`src/rtl/benes_cfg_loader.sv`:
```
// benes_cfg_loader
//   Double-buffered switch-word loader for a Benes permutation network.
//   A beat stream fills a shadow bank one stage word per beat. A complete,
//   well-formed permutation is moved into the active bank in a single edge,
//   but only once the network reports no data in flight. The active bank
//   drives the network switches directly.
//
// Ports
//   clk          rising-edge clock
//   rst_n        asynchronous active-low reset
//   cfg_valid    configuration beat valid
//   cfg_ready    loader accepts a beat this cycle (decoded from state only)
//   cfg_data     switch word for the current stage; bit k set = switch k cross
//   cfg_last     final beat of one permutation
//   net_hold     network busy; a pending swap waits while high
//   switch_set   active switch words, index 0 = first stage
//   cfg_applied  one-cycle pulse in the first cycle a new config is active
//   cfg_err      one-cycle pulse after a malformed permutation is discarded
module benes_cfg_loader #(
  parameter int STAGE_NUM  = 9,
  parameter int SWITCH_NUM = 16
) (
  input  logic                                   clk,
  input  logic                                   rst_n,
  input  logic                                   cfg_valid,
  output logic                                   cfg_ready,
  input  logic [SWITCH_NUM-1:0]                  cfg_data,
  input  logic                                   cfg_last,
  input  logic                                   net_hold,
  output logic [STAGE_NUM-1:0][SWITCH_NUM-1:0]   switch_set,
  output logic                                   cfg_applied,
  output logic                                   cfg_err
);

  // A single-stage network still needs a one-bit counter.
  localparam int CNT_W = (STAGE_NUM > 1) ? $clog2(STAGE_NUM) : 1;
  localparam logic [CNT_W-1:0] CNT_ZERO = {CNT_W{1'b0}};
  localparam logic [CNT_W-1:0] CNT_ONE  = {{(CNT_W-1){1'b0}}, 1'b1};
  localparam logic [CNT_W-1:0] LAST_IDX = CNT_W'(STAGE_NUM - 1);

  localparam logic [0:0] LOAD = 1'b0;
  localparam logic [0:0] PEND = 1'b1;

  logic [0:0]                                state_r;
  logic [0:0]                                state_nxt_s;
  logic [CNT_W-1:0]                          cnt_r;
  logic [CNT_W-1:0]                          cnt_nxt_s;
  logic [STAGE_NUM-1:0][SWITCH_NUM-1:0]      shadow_r;
  logic [STAGE_NUM-1:0][SWITCH_NUM-1:0]      shadow_nxt_s;
  logic [STAGE_NUM-1:0][SWITCH_NUM-1:0]      active_nxt_s;
  logic                                      applied_nxt_s;
  logic                                      err_nxt_s;
  logic                                      at_last_s;

  // Ready is the state itself, so it never depends on cfg_valid.
  assign cfg_ready = (state_r == LOAD);
  assign at_last_s = (cnt_r == LAST_IDX);

  // Next-state decode: beat acceptance, framing check and bank swap.
  always_comb begin
    state_nxt_s   = state_r;
    cnt_nxt_s     = cnt_r;
    shadow_nxt_s  = shadow_r;
    active_nxt_s  = switch_set;
    applied_nxt_s = 1'b0;
    err_nxt_s     = 1'b0;
    case (state_r)
      LOAD: begin
        if (cfg_valid) begin
          shadow_nxt_s[cnt_r] = cfg_data;
          if (at_last_s && cfg_last) begin
            // Complete permutation; cnt holds until the swap.
            state_nxt_s = PEND;
          end else if (at_last_s || cfg_last) begin
            // Early or missing cfg_last: drop the frame, keep active bank.
            err_nxt_s = 1'b1;
            cnt_nxt_s = CNT_ZERO;
          end else begin
            cnt_nxt_s = cnt_r + CNT_ONE;
          end
        end else begin
          cnt_nxt_s = cnt_r;
        end
      end
      PEND: begin
        if (!net_hold) begin
          // Whole-bank copy: the network never sees a mixed configuration.
          active_nxt_s  = shadow_r;
          applied_nxt_s = 1'b1;
          state_nxt_s   = LOAD;
          cnt_nxt_s     = CNT_ZERO;
        end else begin
          state_nxt_s = PEND;
        end
      end
      default: begin
        state_nxt_s = LOAD;
        cnt_nxt_s   = CNT_ZERO;
      end
    endcase
  end

  // State, banks and pulse outputs; reset clears everything to identity.
  always_ff @(posedge clk or negedge rst_n) begin
    if (!rst_n) begin
      state_r     <= LOAD;
      cnt_r       <= CNT_ZERO;
      shadow_r    <= {(STAGE_NUM*SWITCH_NUM){1'b0}};
      switch_set  <= {(STAGE_NUM*SWITCH_NUM){1'b0}};
      cfg_applied <= 1'b0;
      cfg_err     <= 1'b0;
    end else begin
      state_r     <= state_nxt_s;
      cnt_r       <= cnt_nxt_s;
      shadow_r    <= shadow_nxt_s;
      switch_set  <= active_nxt_s;
      cfg_applied <= applied_nxt_s;
      cfg_err     <= err_nxt_s;
    end
  end

endmodule

```
`config.mk`:
```
export PLATFORM = sky130hd
export DESIGN_NAME = benes_cfg_loader
export DESIGN_NICKNAME = d
export VERILOG_FILES = /design/src/rtl/benes_cfg_loader.sv
export SDC_FILE = /design/constraint.sdc
export NUM_CORES = 1
export LEC_CHECK = 0
export ABC_AREA = 1
export CAP_MARGIN = 0
export CORE_MARGIN = 10
export CORE_UTILIZATION = 49
export DETAILED_ROUTE_END_ITERATION = 12
export HOLD_SLACK_MARGIN = 0.03
export PLACE_DENSITY = 0.84
export SYNTH_ARGS = -nofsm -noshare
export SYNTH_HDL_FRONTEND = slang
export SYNTH_SLANG_ARGS = --single-unit
```
`constraint.sdc`:
```
create_clock -name clk -period 1.45 [get_ports clk]
set_input_delay 0.29 -clock clk [delete_from_list [all_inputs] [get_ports clk]]
set_output_delay 0.29 -clock clk [all_outputs]
set_load 0.005 [all_outputs]
```
Word level (Yosys, flattened, before mapping)
Index checks and enable logic that the tools add are counted.
{"block": "op_classes", "addsub": 1, "n_reduce_logical": 6, "magnitude_cmp": 2, "n_bitwise": 2, "muxes": 18, "eq_ne": 4}
{"op": "$bwmux W144", "count": 1}
{"op": "$demux W16 S4", "count": 1}
{"op": "$mux W16", "count": 1}
{"op": "$mux W4", "count": 4}
{"op": "$mux W1", "count": 9}
{"op": "$pmux W4 S2", "count": 1}
{"op": "$ne A2 B2 Y1 const B", "count": 3}
{"op": "$lt A4 B5 Y1 const B", "count": 1}
{"op": "$add A4 B1 Y4 const B", "count": 1}
{"op": "$eq A4 B4 Y1 const B", "count": 1}
{"op": "$ge A4 B1 Y1 const B", "count": 1}
{"op": "$reduce_and A2 Y1", "count": 2}
{"op": "$reduce_and A3 Y1", "count": 1}
{"op": "$logic_and A1 B1 Y1", "count": 2}
{"op": "$not A1 Y1", "count": 2}
{"op": "$pmux W1 S2", "count": 1}
{"op": "$logic_or A1 B1 Y1", "count": 1}
{"block": "totals", "register_bits": 295, "wordCells": 55, "output_inout_bits": 147}

Logic depth before layout (Yosys ltp)
Gate-level depths: netlist of run 1.
{"block": "logic_depth", "depth_word": 6, "mapped_depth": 10, "mapped_depth_nobuf": 10}

Worst setup path before layout of run 1
OpenSTA, ideal clock, no wires.
{"block": "synth_path", "path_type": "register to register", "startpoint": "register cnt_r[0]", "endpoint": "register cnt_r[0]", "slack_ns": -0.103, "path_buffers": 0, "t_arrival_ns": 1.436, "stages_incl_launch_ff": 11, "path_cell_list": "dfrtp_1 -> inv_1 -> ha_1 -> nand2_1 -> nor2_2 -> inv_1 -> ha_1 -> inv_1 -> nor2_1 -> nand3_1 -> nand2_1"}
{"block": "synth_between", "elab_chain_len": 6, "elab_cells_between_ends": 10}
{"element": "start: declaration", "line_no": "46", "source": "logic [CNT_W-1:0] cnt_r;"}
{"element": "start signal: assignment", "line_no": "114", "source": "cnt_r <= cnt_nxt_s;"}
{"element": "parallel branches: the longest is 6 deep, another holds $add A4 B1 Y4"}
Several ways; the timed one is not identified. The select of a mux whose other input is x is not followed.
A chain may end at the register's enable or synchronous reset.

Worst setup path in the final report of run 1
{"block": "layout_path", "startpoint": "register cnt_r[0]", "endpoint": "register shadow_r[119] in the netlist's numbering"}
{"block": "layout_between", "elab_chain_len": 5, "elab_cells_between_ends": 6}
{"element": "$lt A4 B5 Y1 (not written as such) / $ge A4 B1 Y1 (equally long branches)", "line_no": "70", "source": "shadow_nxt_s[cnt_r] = cfg_data;"}
{"element": "$logic_and A1 B1 Y1 (not written as such)", "line_no": "70"}
{"element": "$mux W16 (not written as such)", "line_no": "70"}
{"element": "$demux W16 S4 *", "line_no": "70"}
{"element": "$bwmux W144 *", "line_no": "70"}
{"element": "end signal: assignment", "line_no": "108", "source": "shadow_r <= {(STAGE_NUM*SWITCH_NUM){1'b0}};"}
{"element": "end signal: assignment", "line_no": "115", "source": "shadow_r <= shadow_nxt_s;"}
{"element": "end: declaration", "line_no": "48", "source": "logic [STAGE_NUM-1:0][SWITCH_NUM-1:0] shadow_r;"}
Mark *: on every way between the ends. The rest lies on a longest branch, timed or not.

==> results of run 1 <==
==> area by class of cell <==
class,count,share of cell area
sequential,295,0.481
multi-input combinational,706,0.233
timing repair buffer,300,0.179
clock buffer,43,0.0539
tap,285,0.0232
inverter,92,0.0228
clock inverter,10,0.00693
==> cell usage in the layout, fill, tap and decap left out, drive strengths merged <==
cell,synthesis,final
buf,41,167
bufinv,0,2
clkbuf,19,122
clkdlybuf4s15,0,34
clkdlybuf4s50,0,19
clkinv,0,7
clkinvlp,0,1
dfrtp,295,295
dlygate4sd3,0,1
ha,5,5
inv,92,92
nand2,469,469
nand3,10,10
nand4,2,2
nor2,10,10
o21ai,209,209
xor2,1,1
==> logic make-up (layout without fill, tap and decap cells) <==
group / after synthesis / count (layout) / synth area share
compound gates: 209 / 209 / 0.0959
fa+ha+maj: 5 / 5 / 0.00556
flops: 295 / 295 / 0.656
simple gates: 491 / 491 / 0.179
xor+xnor: 1 / 1 / 0.000778
buf+inv: 152 / 445 / 0.0629
==> state kept, by name, summed over array words and instances (netlist names) <==
register and flops:
shadow_r 144, cfg_applied 1, state_r 1, cnt_r 4
switch_set 144, cfg_err 1
==> where the power goes <==
part,total [W],switching [W],internal (W)
combinational,0.00374,0.00210,0.00164
clock,0.00746,0.00317,0.00430
sequential,0.0108,0.000964,0.00981
==> worst paths after layout <==
check | start | endpoint | slack, ns | cells after the start
setup / recovery | cnt_r[0] | shadow_r[119] | -0.11 | 7
setup reg to reg | cnt_r[0] | shadow_r[119] | -0.11 | 7
hold / removal | rst_n | switch_set[90] | 0.25 | 2
min in group clk | cfg_valid | cfg_err | 0.35 | 3
hold reg to reg | shadow_r[136] | switch_set[136] | 0.47 | 2
max in group asynchronous | rst_n | shadow_r[51] | 0.55 | 3
==> stage by stage <==
stage	setup TNS [ns]	hold slack, ns
5_1_grt	-5.34	0.255
4_1_cts	-0.0338	0.250
6_report	-0.889	0.246
2_1_floorplan	0	-0.00559
3_3_place_gp	-54.18	0.211
3_5_place_dp	-57.34	0.213
==> per-layer routing <==
layer	vias to the layer above	GRT usage	routed length, um
li1	4144	-	-
met1	4724	0.278	13600
met2	539	0.347	17600
met3	95	0.0573	3510
met4	0	0.0631	1240
met5	-	0	0
==> what timing repair did <==
action,in CTS,in global routing
pin swaps,1,3
gates resized for setup,394,270
buffers inserted,44,15
hold buffers,1,0
setup endpoints to repair,185,208
hold endpoints to repair,131,0
cloned,0,16
==> results.md, run 1 <==
- The flow ran to the end, but the final reports show violations.
- The checks that failed: setup timing.
- The area taken by flip-flops and latches is 7380 um2.
- Setup repair after global routing could not meet its margin everywhere.
- The final layout contains between 1k and 1.5k nets.
- The finished cells cover approximately 15000 um2.
- By instance count, the leading cell after synthesis is nand2_1.
- The design draws between 0.02 and 0.025 W.
- In this run the worst path has a maximum fanout of 16.
- Clock-pin slew was measured on the worst setup and hold paths at roughly 0.060 ns.
- The routed wire length is ~36000 um.
- The worst-case IR drop observed on VDD is 0.000929 V.
- The floorplan has between 50 and 60 rows.
- The actual slew at the worst max-slew pin is between 0.4 and 0.5 ns.
- Subtracting the final worst setup slack from the clock period gives 1.56 ns.
- The maximum number of buffers from clock root to sink is 3.
- The commonest cells after synthesis are 465 x nand2_1, 295 x dfrtp_1, 144 x o21ai_0, 90 x inv_1, 56 x o21ai_1.
- The synthesis-to-finish area growth is 36.4%.
- A synthesized cell averages 9.76 um2.
- The total power density per cell area is around 1400 nW/um2.
- For this run, design rule violations remaining after detail routing come to 0.
- Summed over all cells, the static leakage comes to a little over 8 nW.
- The cell with the biggest individual delay on the critical path is dfrtp_2.
- The share of synthesized area in the top cell type comes to 0.656.
- The share of post-route cells with drive strength above 1 is 0.298.
- The critical path endpoint category is a register.
- CTS built an H-tree with a depth of 1.
- The detailed-router iteration count before antenna repair is 5.
- The largest clock skew in the final design is roughly 0.0075 ns.
- The final instance count without filler cells is roughly 1.7k.
- The synthesized design contains slightly below 300 register bits.
- Setup slack on the critical path of the routed design comes to -0.106 ns.
- The count of antenna-violating nets left after detailed routing is 0.
- The maximum clock frequency is 643 MHz.
- The number of sinks on the clock net is just under 300.
- Detailed placement ended at an HPWL of between 20000 and 25000 um.
- The gate family responsible for the most delay along the worst path is flip-flops.
- Across the run, the number of max-cap violations was 0.
- Clock latency on the worst-skew pair, taken at its later pin, is 0.54 ns.
- STA classifies the critical path startpoint as a register.
- The cell total after placement is 1602.
- The number of buffers created by CTS is 29.
- The stage delay of the slowest cell on the critical path is approximately 0.4 ns.
- The number of nets in the synthesized netlist is roughly 1.2k.
- The async set-reset flop share out of synthesis is 1.00.
- The cell count after synthesis came out at 1153.
- Headroom to the max-slew limit came out at 0.669.
- From bottom edge to top edge, the die measures roughly 170 um.
- Walking the worst path, the cells encountered are buf_4 -> ha_2 -> nand2_4 -> nor2_4 -> clkbuf_16 -> nand2_1 -> o21ai_1.
- The detailed router finished its first iteration with 947 violations.
- The data arrival at the endpoint of the critical path is ~2 ns.
- In this run, distinct cell masters in the synthesized netlist total 24.
- In the final layout, the multi-input gates occupy between 3000 and 4000 um2.
- TritonCTS built the clock tree.
- The ratio of routed vias to standard cells is between 5 and 6.
- The prevailing post-synth register cell is dfrtp_1.
- The final hold violation count was 0.
- The global placement routability congestion is roughly 0.87.
- The count of inserted antenna diode cells is 0.
- The utilization after layout is 0.678.
- The region available for standard cell placement spans around 23000 um2.
- The effective utilization at floorplan is 0.497.
- dfrtp_1 takes more of the synthesized area than any other cell.
- By area the synthesized netlist is led by dfrtp_1 66%, nand2_1 16%, o21ai_0 6.4%, inv_1 3.0%, o21ai_1 2.5%.
- The largest net degree at the start of global routing is 65.
- Setup violations remaining at the end of the flow were counted as 30.
- The overflow left after global routing is 0.
- The min-delay analysis places its worst path in the category primary input to asynchronous set/reset pin.
- The share of the Yosys chip area taken by registers is 0.656.
- The count of flip-flops with a built-in enable after synthesis is 0.
- The max-slew violation count is 0.
- The global-route wire length before repair is between 40000 and 50000 um.
- Pin placement for this block handled approximately 170 I/O pins.
- The total placed instance area is between 10000 and 15000 um2.
- The die outline area is 29400 um2.
- Together, buffers and inverters on the worst path number 2.
- The die outline width is roughly 170 um.
- Summing every instance area after synthesis gives between 10000 and 15000 um2.
- The via count of the first global-routing pass came to between 8k and 9k.
- The clock tree root driver cell is clkbuf_16.
- The layout filler cell count is around 1.5k.
- The count of synthesis-stage warnings from yosys is 0.
- The final critical-path share of the clock period is 1.07.
- After detailed routing, the average wire length per cell comes to 20.8 um.
- The number of antenna violations at the first check in global routing is 0.
- The worst setup path is of the register to register kind.
- At the placement stage, the worst setup path has a slack of -0.351 ns.
- The global routing usage summed across all routing layers is 0.215.
- The number of buffers inserted by port buffering is 167.
- For this block, the via count after detailed routing is approximately 9.5k.
- The endpoint required time on the critical path is roughly 1.9 ns.
(Power assumes the default switching activity.)
==> run 2, diff against run 1 <==
--- a/config.mk
+++ b/config.mk
@@ -6,7 +6,7 @@
 export NUM_CORES = 1
 export LEC_CHECK = 0
 export ABC_AREA = 1
-export CAP_MARGIN = 0
+export CAP_MARGIN = 30
 export CORE_MARGIN = 10
 export CORE_UTILIZATION = 49
 export DETAILED_ROUTE_END_ITERATION = 12
==> constraint.sdc (replaced) <==
create_clock -name clk -period 1.45 [get_ports clk]
set_input_delay 0.29 -clock clk [delete_from_list [all_inputs] [get_ports clk]]
set_output_delay 0.29 -clock clk [all_outputs]
set_load 0.01 [all_outputs]
==> run 2 against run 1 <==
Net effect:
- the flow still finishes with violations (setup timing)
- cell area fell by 7.2%
- core utilization is 4.9 points lower
- clock power down 2%
==> results.md, run 2 (synthesis results as in run 1) <==
- The initial utilization of the core area, before any placement, comes to 0.497.
- The clock insertion delay at the later pin of the skew report is 0.54 ns.
- The via count of the first global-routing pass is 8831.
- The flow ran to the end, but the final reports show violations.
- The cell with the biggest individual delay on the critical path is dfrtp_1.
- In this run the remaining antenna-violating nets after routing total 0.
- The capture instance of the worst register-to-register path is shadow_r[71].
- The synthesis-to-finish area growth is 26.6%.
- Measured along the y axis, the die boundary spans roughly 170 um.
- The number of endpoints failing setup at the final stage is 16.
- The core box area is approximately 23000 um2.
- CTS built an H-tree with a depth of 1.
- The first global-routing pass estimated between 40000 and 50000 um of wire.
- The leading cell type in the layout, fill and taps excluded is nand2_1.
- The clock tree root driver cell is clkbuf_16.
- Counting cells, the worst reg-to-reg path comes to 8.
- Setup total negative slack on the finished layout was measured at -0.547 ns.
- The TritonCTS clock tree is done.
- IR analysis of the VDD net gives a maximum drop of between 0.0009 and 0.001 V.
- The number of buffers inserted by port buffering is around 170.
- Counting the fill cells in the layout gives between 1.5k and 2k.
- The biggest fanout along the worst timing path is 8.
- The placed wire-length estimate after detailed placement is 20400 um.
- The cell total after placement is 1605.
- The routed design has roughly 32000 um of wire.
- The clock period minus final worst setup slack is 1.58 ns.
- The total placed instance area is ~14000 um2.
- The max-slew violation count was 0.
- After layout, the worst setup slack is -0.133 ns.
- The data arrival at the endpoint of the critical path is approximately 2.0 ns.
- The min-delay analysis places its worst path in the category primary input to asynchronous set/reset pin.
- The number of cell rows is between 50 and 60.
- The final hold violation count is 0.
- Headroom to the max-slew limit came out at 0.718.
- The count of vias placed by the detailed router is a little under 9k.
- The endpoint required time on the critical path is approximately 1.9 ns.
- Clock-pin slew was measured on the worst setup and hold paths at roughly 0.07 ns.
- The finished layout holds about 1.7k standard cells, fillers aside.
- The remaining design rule violation count is 0.
- The congestion estimate from routability-driven global placement came to slightly below 0.9.
- After global routing the overflow that remains totals 0.
- The launching instance or port of the critical path is state_r.
- The critical path crosses 8 cells after its start point.
- The share of post-route cells with drive strength above 1 is 0.233.
- The actual slew at the worst max-slew pin is between 0.4 and 0.5 ns.
- The standby leakage power is slightly below 8 nW.
- The worst setup path is captured at a register.
- In the final design database the tool counted approximately 1.4k nets.
- The largest clock skew in the final design is approximately 0.011 ns.
- The clock passes through at most 3 buffers.
- In this run, the number of DRC markers left after iteration 0 of detailed routing was roughly 940.
- The die is ~170 um wide.
- Leaving out fill and tap cells, the most frequent cells in the layout are 456 x nand2_1, 294 x dfrtp_1, 140 x buf_2.
- The final instance area is 14200 um2.
- Dividing the detail-routed wire length by the instance count gives around 19 um.
- The worst register-to-register path begins at state_r.
- The category of the critical setup timing path is register to register.
- The global routing usage summed across all routing layers is 0.209.
- The gate family responsible for the most delay along the worst path is simple AND/OR/NAND/NOR gates.
- The worst hold slack across all endpoints is 0.219 ns.
- The total power density per cell area is 1480 nW/um2.
- The most prevalent standard cell on the critical path is buf_12.
- The capture point of the worst path is shadow_r[71].
- Of the available clock period, the critical path in the final layout requires 1.09.
- The number of sinks on the clock net is around 300.
- The max-cap violation count is 0.
- The checks that failed: setup timing.
- Entering global routing, the biggest net connects 65 pins.
- Traced cell by cell, the critical path runs through buf_6 -> nor2_4 -> buf_12 -> nand2_4 -> nor2_8 -> buf_12 -> nand2_1 -> o21ai_1.
- In this run the register-to-register setup slack is -0.13 ns.
- The count of buffer and inverter cells on the critical path is 3.
- The largest registers in the layout are shadow_r: 144 flops, switch_set: 144 flops, cnt_r: 4 flops.
- The number of antenna violations at the first check in global routing was 0.
- Prior to clock tree synthesis, the placed netlist has a worst setup slack of -0.322 ns.
- The die outline area is roughly 29000 um2.
- The detailed-router iteration count before antenna repair is 6.
- Setup repair after global routing could not meet its margin everywhere.
- The number of I/O pins is between 150 and 200.
- The number of buffers created by CTS is 29.
- Timing would allow up to ~630 MHz.
- The worst setup path is launched from a register.
- On the worst path, the slowest cell contributes a delay of 0.40 ns.
- After detailed routing, the number of vias per cell comes to 5.28.
==> run 2: cell types whose count changed in the layout (fill, tap and decap cells not counted), moves of 21 or more <==
cell	change
clkdlybuf4s15_1	-34
nand2_1	+65
clkbuf_2	-60
o21ai_1	-42
buf_2	+91
nand2_2	-51
o21ai_0	+63
buf_4	-30
o21ai_2	-21
==> run 2: worst min path at each step <==
stage / start / end / slack (ns) / depth (start not counted)
after global routing: rst_n / switch_set[90] / 0.22 / 2
after CTS: rst_n / switch_set[73] / 0.22 / 2
final: rst_n / switch_set[73] / 0.22 / 2
after detailed placement: rst_n / switch_set[87] / 0.20 / 1
after global placement: rst_n / switch_set[87] / 0.20 / 1
after floorplan: rst_n / cfg_applied / -0.006 / 0
==> run 2: worst register-to-register path, delay by kind of cell (launching register included) <==
kind	cells	cell delay, ns
and+or+nand+nor	4	0.45
AOI/OAI and AO/OA	1	0.17
buffers and inverters	3	0.44
DFF	1	0.40
==> run 2: power breakdown <==
part / switching (W) / total (W) / internal, W
registers: 0.000791 / 0.0106 / 0.00981
clock network: 0.00310 / 0.00732 / 0.00422
logic: 0.00194 / 0.00319 / 0.00125
==> run 2: metrics by stage <==
stage | total power (W) | util
2_1_floorplan | 0.0122 | -
3_3_place_gp | 0.0137 | 0.606
3_5_place_dp | 0.0139 | 0.606
4_1_cts | 0.0211 | 0.628
5_1_grt | 0.0220 | 0.629
6_report | 0.0211 | 0.629
==> run 2: cell type report <==
type	instances	area, um2	area share
multi-input combinational	706	3250	0.228
clock buffer	43	848	0.0595
clock inverter	8	80.1	0.00562
tap	285	357	0.0250
inverter	92	345	0.0242
antenna	1	2.50	0.000176
timing repair buffer	252	1980	0.139
sequential	295	7380	0.518
==> run 2: per-layer routing <==
layer / GRT usage / vias up / part of all wire
li1: - / 4046 / -
met1: 0.269 / 4356 / 0.41
met2: 0.340 / 409 / 0.48
met3: 0.0486 / 63 / 0.081
met4: 0.0673 / 2 / 0.027
met5: 0.0126 / - / 0.00060
==> run 2: timing repair <==
action / CTS / global route
hold endpoints to repair: 241 / 0
setup buffers: 18 / 2
endpoints found under the setup margin: 168 / 121
cloned: 0 / 4
hold buffers: 1 / 0
resized for setup: 570 / 50
pin swaps: 2 / 1
==> run 3, diff against run 2 <==
--- a/config.mk
+++ b/config.mk
@@ -5,13 +5,12 @@
 export SDC_FILE = /design/constraint.sdc
 export NUM_CORES = 1
 export LEC_CHECK = 0
-export ABC_AREA = 1
 export CAP_MARGIN = 30
 export CORE_MARGIN = 10
-export CORE_UTILIZATION = 49
+export CORE_UTILIZATION = 54
 export DETAILED_ROUTE_END_ITERATION = 12
 export HOLD_SLACK_MARGIN = 0.03
-export PLACE_DENSITY = 0.84
+export PLACE_DENSITY = 0.88
 export SYNTH_ARGS = -nofsm -noshare
 export SYNTH_HDL_FRONTEND = slang
 export SYNTH_SLANG_ARGS = --single-unit
==> constraint.sdc (replaced) <==
create_clock -name clk -period 1.8 [get_ports clk]
set_input_delay 0.36 -clock clk [delete_from_list [all_inputs] [get_ports clk]]
set_output_delay 0.36 -clock clk [all_outputs]
set_load 0.01 [all_outputs]
==> run 3 against run 2 <==
Net effect:
- the flow now finishes without violations
- cell area up 1.1%
- synthesized cell count fell by 43%
- clock skew shrank 0.0024 ns
- sequential share of layout area is 0.55 points lower
- total power fell by 2.9%
- critical path type is now register to primary output
- combinational power increased by 49%
==> results.md, run 3 <==
- The count of buffer and inverter cells on the critical path is 1.
- In this run, distinct cell masters in the synthesized netlist total 28.
- The effective utilization at floorplan is 0.553.
- After synthesis the netlist holds a flip-flop and latch count of just under 300.
- The die covers between 20000 and 30000 um2.
- The synthesized area per cell is ~17 um2.
- The vertical extent of the die is between 150 and 200 um.
- The most numerous cell in the Yosys netlist is dfrtp_1.
- The max-cap violation count is 0.
- The flow ran to the end, and the final reports show no timing, DRC or antenna violations.
- The remaining design rule violation count is 0.
- The max-slew violation count is 0.
- The post-synthesis instance total is around 660.
- In the synthesized netlist, the cells that appear most often are 295 x dfrtp_1, 268 x mux2_2, 20 x mux2_4, 19 x buf_2.
- The clock period minus final worst setup slack is around 1.8 ns.
- The part of the power in registers is 0.480.
- The final layout contains between 800 and 900 nets.
- The signal on the critical path passes through clkdlybuf4s50_1.
- At the pin with the least slew margin, the transition time is just under 0.6 ns.
- The cell with the biggest individual delay on the critical path is clkdlybuf4s50_1.
- The area taken by flip-flops and latches is 7380 um2.
- The remaining max-slew budget at the tightest pin is 0.612.
- The global-route wire length before repair is between 40000 and 50000 um.
- In this run the remaining antenna-violating nets after routing total 0.
- The launching instance or port of the critical path is switch_set[112].
- dfrtp_1 takes more of the synthesized area than any other cell.
- The congestion estimate from routability-driven global placement came to between 0.7 and 0.8.
- The synthesis-to-finish area growth is 27.8%.
- The wire length per cell is 22.0 um.
- The standby leakage power is approximately 7.9 nW.
- The async set-reset flop share out of synthesis is 1.00.
- The number of cell rows is between 50 and 60.
- The H-tree level count is 1.
- The ratio of routed vias to standard cells is between 5 and 6.
- The maximum clock frequency is about 570 MHz.
- For this run, the register share of the synthesized area comes to 0.655.
- The top cell types in the final layout, fill and taps aside, are 294 x dfrtp_1, 268 x mux2_2, 135 x dlygate4sd2_1.
- The power dissipated by switching net loads is approximately 0.0055 W.
- The leading cell type in the layout, fill and taps excluded is dfrtp_1.
- The stage delay of the slowest cell on the critical path is 0.54 ns.
- The final hold violation count came to 0.
- Among cell families on the critical path, the largest total delay comes from buffers and inverters.
- Of the total power, combinational logic draws 0.231.
- Setup violations remaining at the end of the flow were counted as 0.
- Summing internal, switching and leakage power gives around 0.021 W.
- The share of synthesized area in the top cell type comes to 0.655.
- The multi-input logic area is around 3700 um2.
- Cell internal power was estimated by the tool at between 0.01 and 0.015 W.
- Between clock sinks in the finished design, the worst skew comes to 0.00893 ns.
- The number of sinks on the clock net is approximately 300.
- The final layout contains routed wiring with a total length of between 20000 and 30000 um.
- The largest net degree at the start of global routing is 60.
- The maximum number of buffers from clock root to sink is 3.
- In this run the horizontal extent of the chip is around 160 um.
- The share of post-route cells with drive strength above 1 is 0.442.
- The worst setup path is captured at a primary output.
- The core box area is slightly above 20000 um2.
- Of all nets on the critical path, the largest fanout is 2.
- The number of cells on the worst reg-to-reg path is 6.
- The detailed-router iteration count before antenna repair is 5.
- The capture point of the worst path is switch_set[112].
- For this run, the leading register cell type out of synthesis is dfrtp_1.
- The total power density per cell area is ~1400 nW/um2.
- The global routing usage summed across all routing layers is 0.186.
- The worst reg2reg path startpoint is cnt_r[1].
- For this run, the number of standard cells in the final layout without fillers is about 1.2k.
- The endpoint required time on the critical path is about 1.4 ns.
- The number of antenna violations at the first check in global routing is 0.
- The layout filler cell count is 1363.
- The final critical-path share of the clock period is 0.976.
- After the first detailed-routing iteration, the DRC count stood at 266.
- Detailed placement ended at an HPWL of roughly 17000 um.
- The largest voltage drop on the vdd net is ~0.00090 V.
- The TritonCTS clock tree is done.
- The capture instance of the worst register-to-register path is shadow_r[141].
- In this run, synthesis inferred 0 flip-flops with an integrated enable.
- STA classifies the critical path startpoint as a register.
- In this run the clock root is driven by a clkbuf_16.
- The overflow left after global routing is 0.
- After layout, the worst setup slack is 0.0427 ns.
- The largest registers in the layout are shadow_r: 144 flops, switch_set: 144 flops, cnt_r: 4 flops.
- Sorting the synthesized cells by area gives the leading types as dfrtp_1 65%, mux2_2 27%, mux2_4 2.7%, buf_2 0.84%, ha_1 0.56%.
- Clock-pin slew was measured on the worst setup and hold paths at 0.06 ns.
- The power share of the clock group is 0.288.
- Prior to clock tree synthesis, the placed netlist has a worst setup slack of -0.247 ns.
- Yosys printed 0 warnings.
- In this run the number of cells on the critical path is 1.
- The via count of the first global-routing pass is 7067.
- The number of I/O pins is ~170.
- The switching power share of the total is 0.269.
- The count of inserted antenna diode cells is 0.
- The setup check on the worst reg-to-reg path leaves a slack of 0.06 ns.
- The clock insertion delay at the later pin of the skew report is 0.53 ns.
- The post-synthesis instance area is 11300 um2.
- TritonCTS created 29 clock buffers.
- The cell total after placement is 1097.
- The type of the most critical hold path is primary input to asynchronous set/reset pin.
- Synthesis produced a netlist with a net count of about 680.
- The category of the critical setup timing path is register to primary output.
- The count of vias placed by the detailed router is about 6.2k.
- At the worst endpoint, the arrival time is about 1.4 ns.
- In this run the tool buffered the top-level ports with approximately 170 buffer cells.
run 3: changes by cell type after synthesis, sizes merged, moves of 3 or more:
cell / change
nor2: -9
buf: -11
mux2i: +3
clkbuf: -18
nand2: -457
inv: -87
o21ai: -209
mux2: +288
nand3: -9
run 3: worst min-delay path by stage:
stage,start,cells after the start,end
floorplan,rst_n,0,cfg_applied
global placement,rst_n,1,shadow_r[106]
detailed placement,rst_n,1,shadow_r[106]
CTS,rst_n,2,shadow_r[106]
global route,rst_n,2,shadow_r[106]
finish,rst_n,2,shadow_r[106]
run 3: what timing repair did:
| item | in CTS | in global routing |
|---|---|---|
| endpoints found under the setup margin | 136 | 18 |
| gates resized for setup | 139 | 10 |
| setup buffers | 1 | 1 |
| hold buffers | 1 | 0 |
| hold endpoints to repair | 147 | 0 |
run 3: layout make-up:
type / count / share of cell area
multi-input cells: 326 / 0.257
clock buffers: 40 / 0.0574
well taps: 270 / 0.0235
flip-flops and latches: 295 / 0.513
clock inverters: 11 / 0.00808
repair buffers: 204 / 0.140
inverters: 5 / 0.00130
run 3: kinds of logic (layout without fill, tap and decap cells):
| family | Yosys count | in the layout | share of synthesized area |
|---|---|---|---|
| flops | 295 | 295 | 0.655 |
| mux | 291 | 291 | 0.297 |
| buf+inv | 36 | 260 | 0.0191 |
| simple gates | 26 | 26 | 0.0202 |
| fa+ha+maj | 5 | 5 | 0.00555 |
| compound gates | 3 | 3 | 0.00233 |
| xor+xnor | 1 | 1 | 0.000777 |
run 3: metal layers:
| layer | share of wire | wire length, um | vias up | global-route usage |
|---|---|---|---|---|
| met2 | 0.53 | 13300 | 153 | 0.333 |
| met4 | 0.019 | 488 | 0 | 0.0459 |
| met3 | 0.046 | 1160 | 34 | 0.0319 |
| li1 | - | - | 2728 | - |
| met1 | 0.41 | 10300 | 3324 | 0.230 |
| met5 | 0 | 0 | - | 0 |
run 3: power by group through the flow:
stage	Clock, W	Sequential, W	Combinational (W)
2_1_floorplan	0	0.00978	0.00279
3_3_place_gp	0	0.00984	0.00495
3_5_place_dp	0	0.00994	0.00518
4_1_cts	0.00603	0.00986	0.00485
5_1_grt	0.00631	0.0101	0.00514
6_report	0.00591	0.00985	0.00475
run 3: per-stage QoR:
| stage | instance area [um2] | setup TNS, ns | hold WS, ns | util |
|---|---|---|---|---|
| after global placement | 13600 | -28.94 | 0.266 | 0.667 |
| after detailed placement | 13600 | -32.28 | 0.265 | 0.667 |
| after floorplan | 11300 | -0.410 | 0.0644 | - |
| final | 14400 | 0 | 0.296 | 0.707 |
| after global routing | 14400 | -0.000974 | 0.305 | 0.707 |
| after CTS | 14400 | 0 | 0.293 | 0.706 |
==> RTL edit: new RTL, settings of run 2 <==
One comparison of `cnt_r` changes from == to >=.
--- a/src/rtl/benes_cfg_loader.sv
+++ b/src/rtl/benes_cfg_loader.sv
@@ -54,7 +54,7 @@
 
   // Ready is the state itself, so it never depends on cfg_valid.
   assign cfg_ready = (state_r == LOAD);
-  assign at_last_s = (cnt_r == LAST_IDX);
+  assign at_last_s = (cnt_r >= LAST_IDX);
 
   // Next-state decode: beat acceptance, framing check and bank swap.
   always_comb begin
Check against the original RTL: same outputs for any inputs over 10 cycles, from zero or initial values and one cycle with rst_n low; that may be too few to reach the edited logic, so the function may still have changed.
==> RTL edit against run 2 <==
  * Combinational power up 98%
  * Largest cell class unchanged
  * Total power up 25%
  * Clock power up 12%
  * Design area up 7.4%
  * Critical path type unchanged
  * Maximum frequency up 3.1%
  * The flow still finishes with violations (setup timing)
  * Sequential cell count unchanged
  * Synthesized cell count up 12%
  * Area after synthesis up 3.6%
  * Wire length up 8.4%
  * Worst hold slack worse by 0.0090 ns
  * Global-route usage down 0.064 points
  * Worst setup slack better by 0.047 ns
==> RTL edit: results (changes against run 2) <==
| Metric | Value |
|---|---|
| Synth Area in Compound Gates | 0.815% (-8.8 points) |
| Max incr delay on CP | 0.42 ns (+0.02 ns) |
| Met2 usage | 35.6% (+1.6 points) |
| Area of the multi-input gates | 4200 µm² (+29%) |
| Synth Area in Adders | 0.644% (+0.088 points) |
| Vias/cell | 5.11 (-3.1%) |
| Violated checks | setup timing |
| Syn_nets | 1322 (+12%) |
| Routed wl met3 | 2.62 mm (+1.8%) |
| Grt met3 use | 4.20% (-0.66 points) |
| Crit path to | shadow_r[45] |
| Drt first-iter violations | 893 (-4.6%) |
| First-pass GRT wire length | 51.1 mm (+5.3%) |
| CLK BUF | 45 (+4.7%) |
| Wire length on met2 | 17.3 mm (+13%) |
| Setup slack, reg-to-reg | -0.09 ns (+0.05 ns) |
| Signal inverters | 11 (-88%) |
| Worst slew pin tran | 0.365 ns (-0.0564 ns) |
| Clock network contribution to total cell area | 7.02% (+0.51 points) |
| 1st-pass router iterations | 5 (-1) |
| Setup TNS | -5.21 ns (-4.67 ns) |
| Placed instance count | 1772 (+10%) |
| Total CTS buffers | 30 (+3.4%) |
| Post-Route WL | 34.4 mm (+8.4%) |
| Final setup margin | -0.0856 ns (+0.0474 ns) |
| Post-CTS Setup Bufs | 15 (-3) |
| Vias in the first global route | 9438 (+6.9%) |
| Layout cells sized above 1 | 26.3% (+3.0 points) |
| Placed Area | 14200 µm² (+3.9%) |
| Synth Area in XOR/XNOR | 0.0751% (-0.0027 points) |
| Routability cong. | 0.811 (-6.9%) |
| Core ar. | 23500 µm² (+3.7%) |
| Switching Share | 31.5% (+3.9 points) |
| Multi-input gates | 928 (+31%) |
| Final setup viols | 112 (+96) |
| Nets | 1549 (+10%) |
| Result of the run | finished, violations left |
| Max layer used | met4 |
| Avg Cell Area, Syn | 9.01 µm² (-7.7%) |
| Peak supply drop | 1470 µV (+53%) |
| CP top delay family | buffers and inverters |
| Pleak | 8.62 nW (+12%) |
| Sequential-to-total area share from yosys stat | 63.3% (-2.3 points) |
| Worst R2R Path Depth | 7 (-1) |
RTL edit: changes by cell type after synthesis, moves of 5 or more:
cell / delta
o21ai_1: -53
nand2_1: +391
nand3_4: +5
o21ai_0: -129
inv_1: -83
nor2_4: +6
buf_2: +20
o21ai_2: -9
RTL edit: how the worst min path moves through the flow:
stage	slack, ns	end	start	cells past startpoint
3_5_place_dp	0.19	switch_set[62]	rst_n	1
2_1_floorplan	-0.006	cfg_applied	rst_n	0
3_3_place_gp	0.19	switch_set[62]	rst_n	1
4_1_cts	0.21	switch_set[62]	rst_n	2
5_1_grt	0.23	switch_set[62]	rst_n	2
6_report	0.21	switch_set[62]	rst_n	2
RTL edit: power groups by stage:
stage                     clock network [mW]  registers [mW]  logic (mW)
after floorplan                            0            12.1        2.63
after global placement                     0            11.8        6.22
after detailed placement                   0            11.9        6.48
after CTS                               8.29            11.8        5.82
after global routing                    8.65            12.2        7.02
final                                   8.20            11.9        6.33
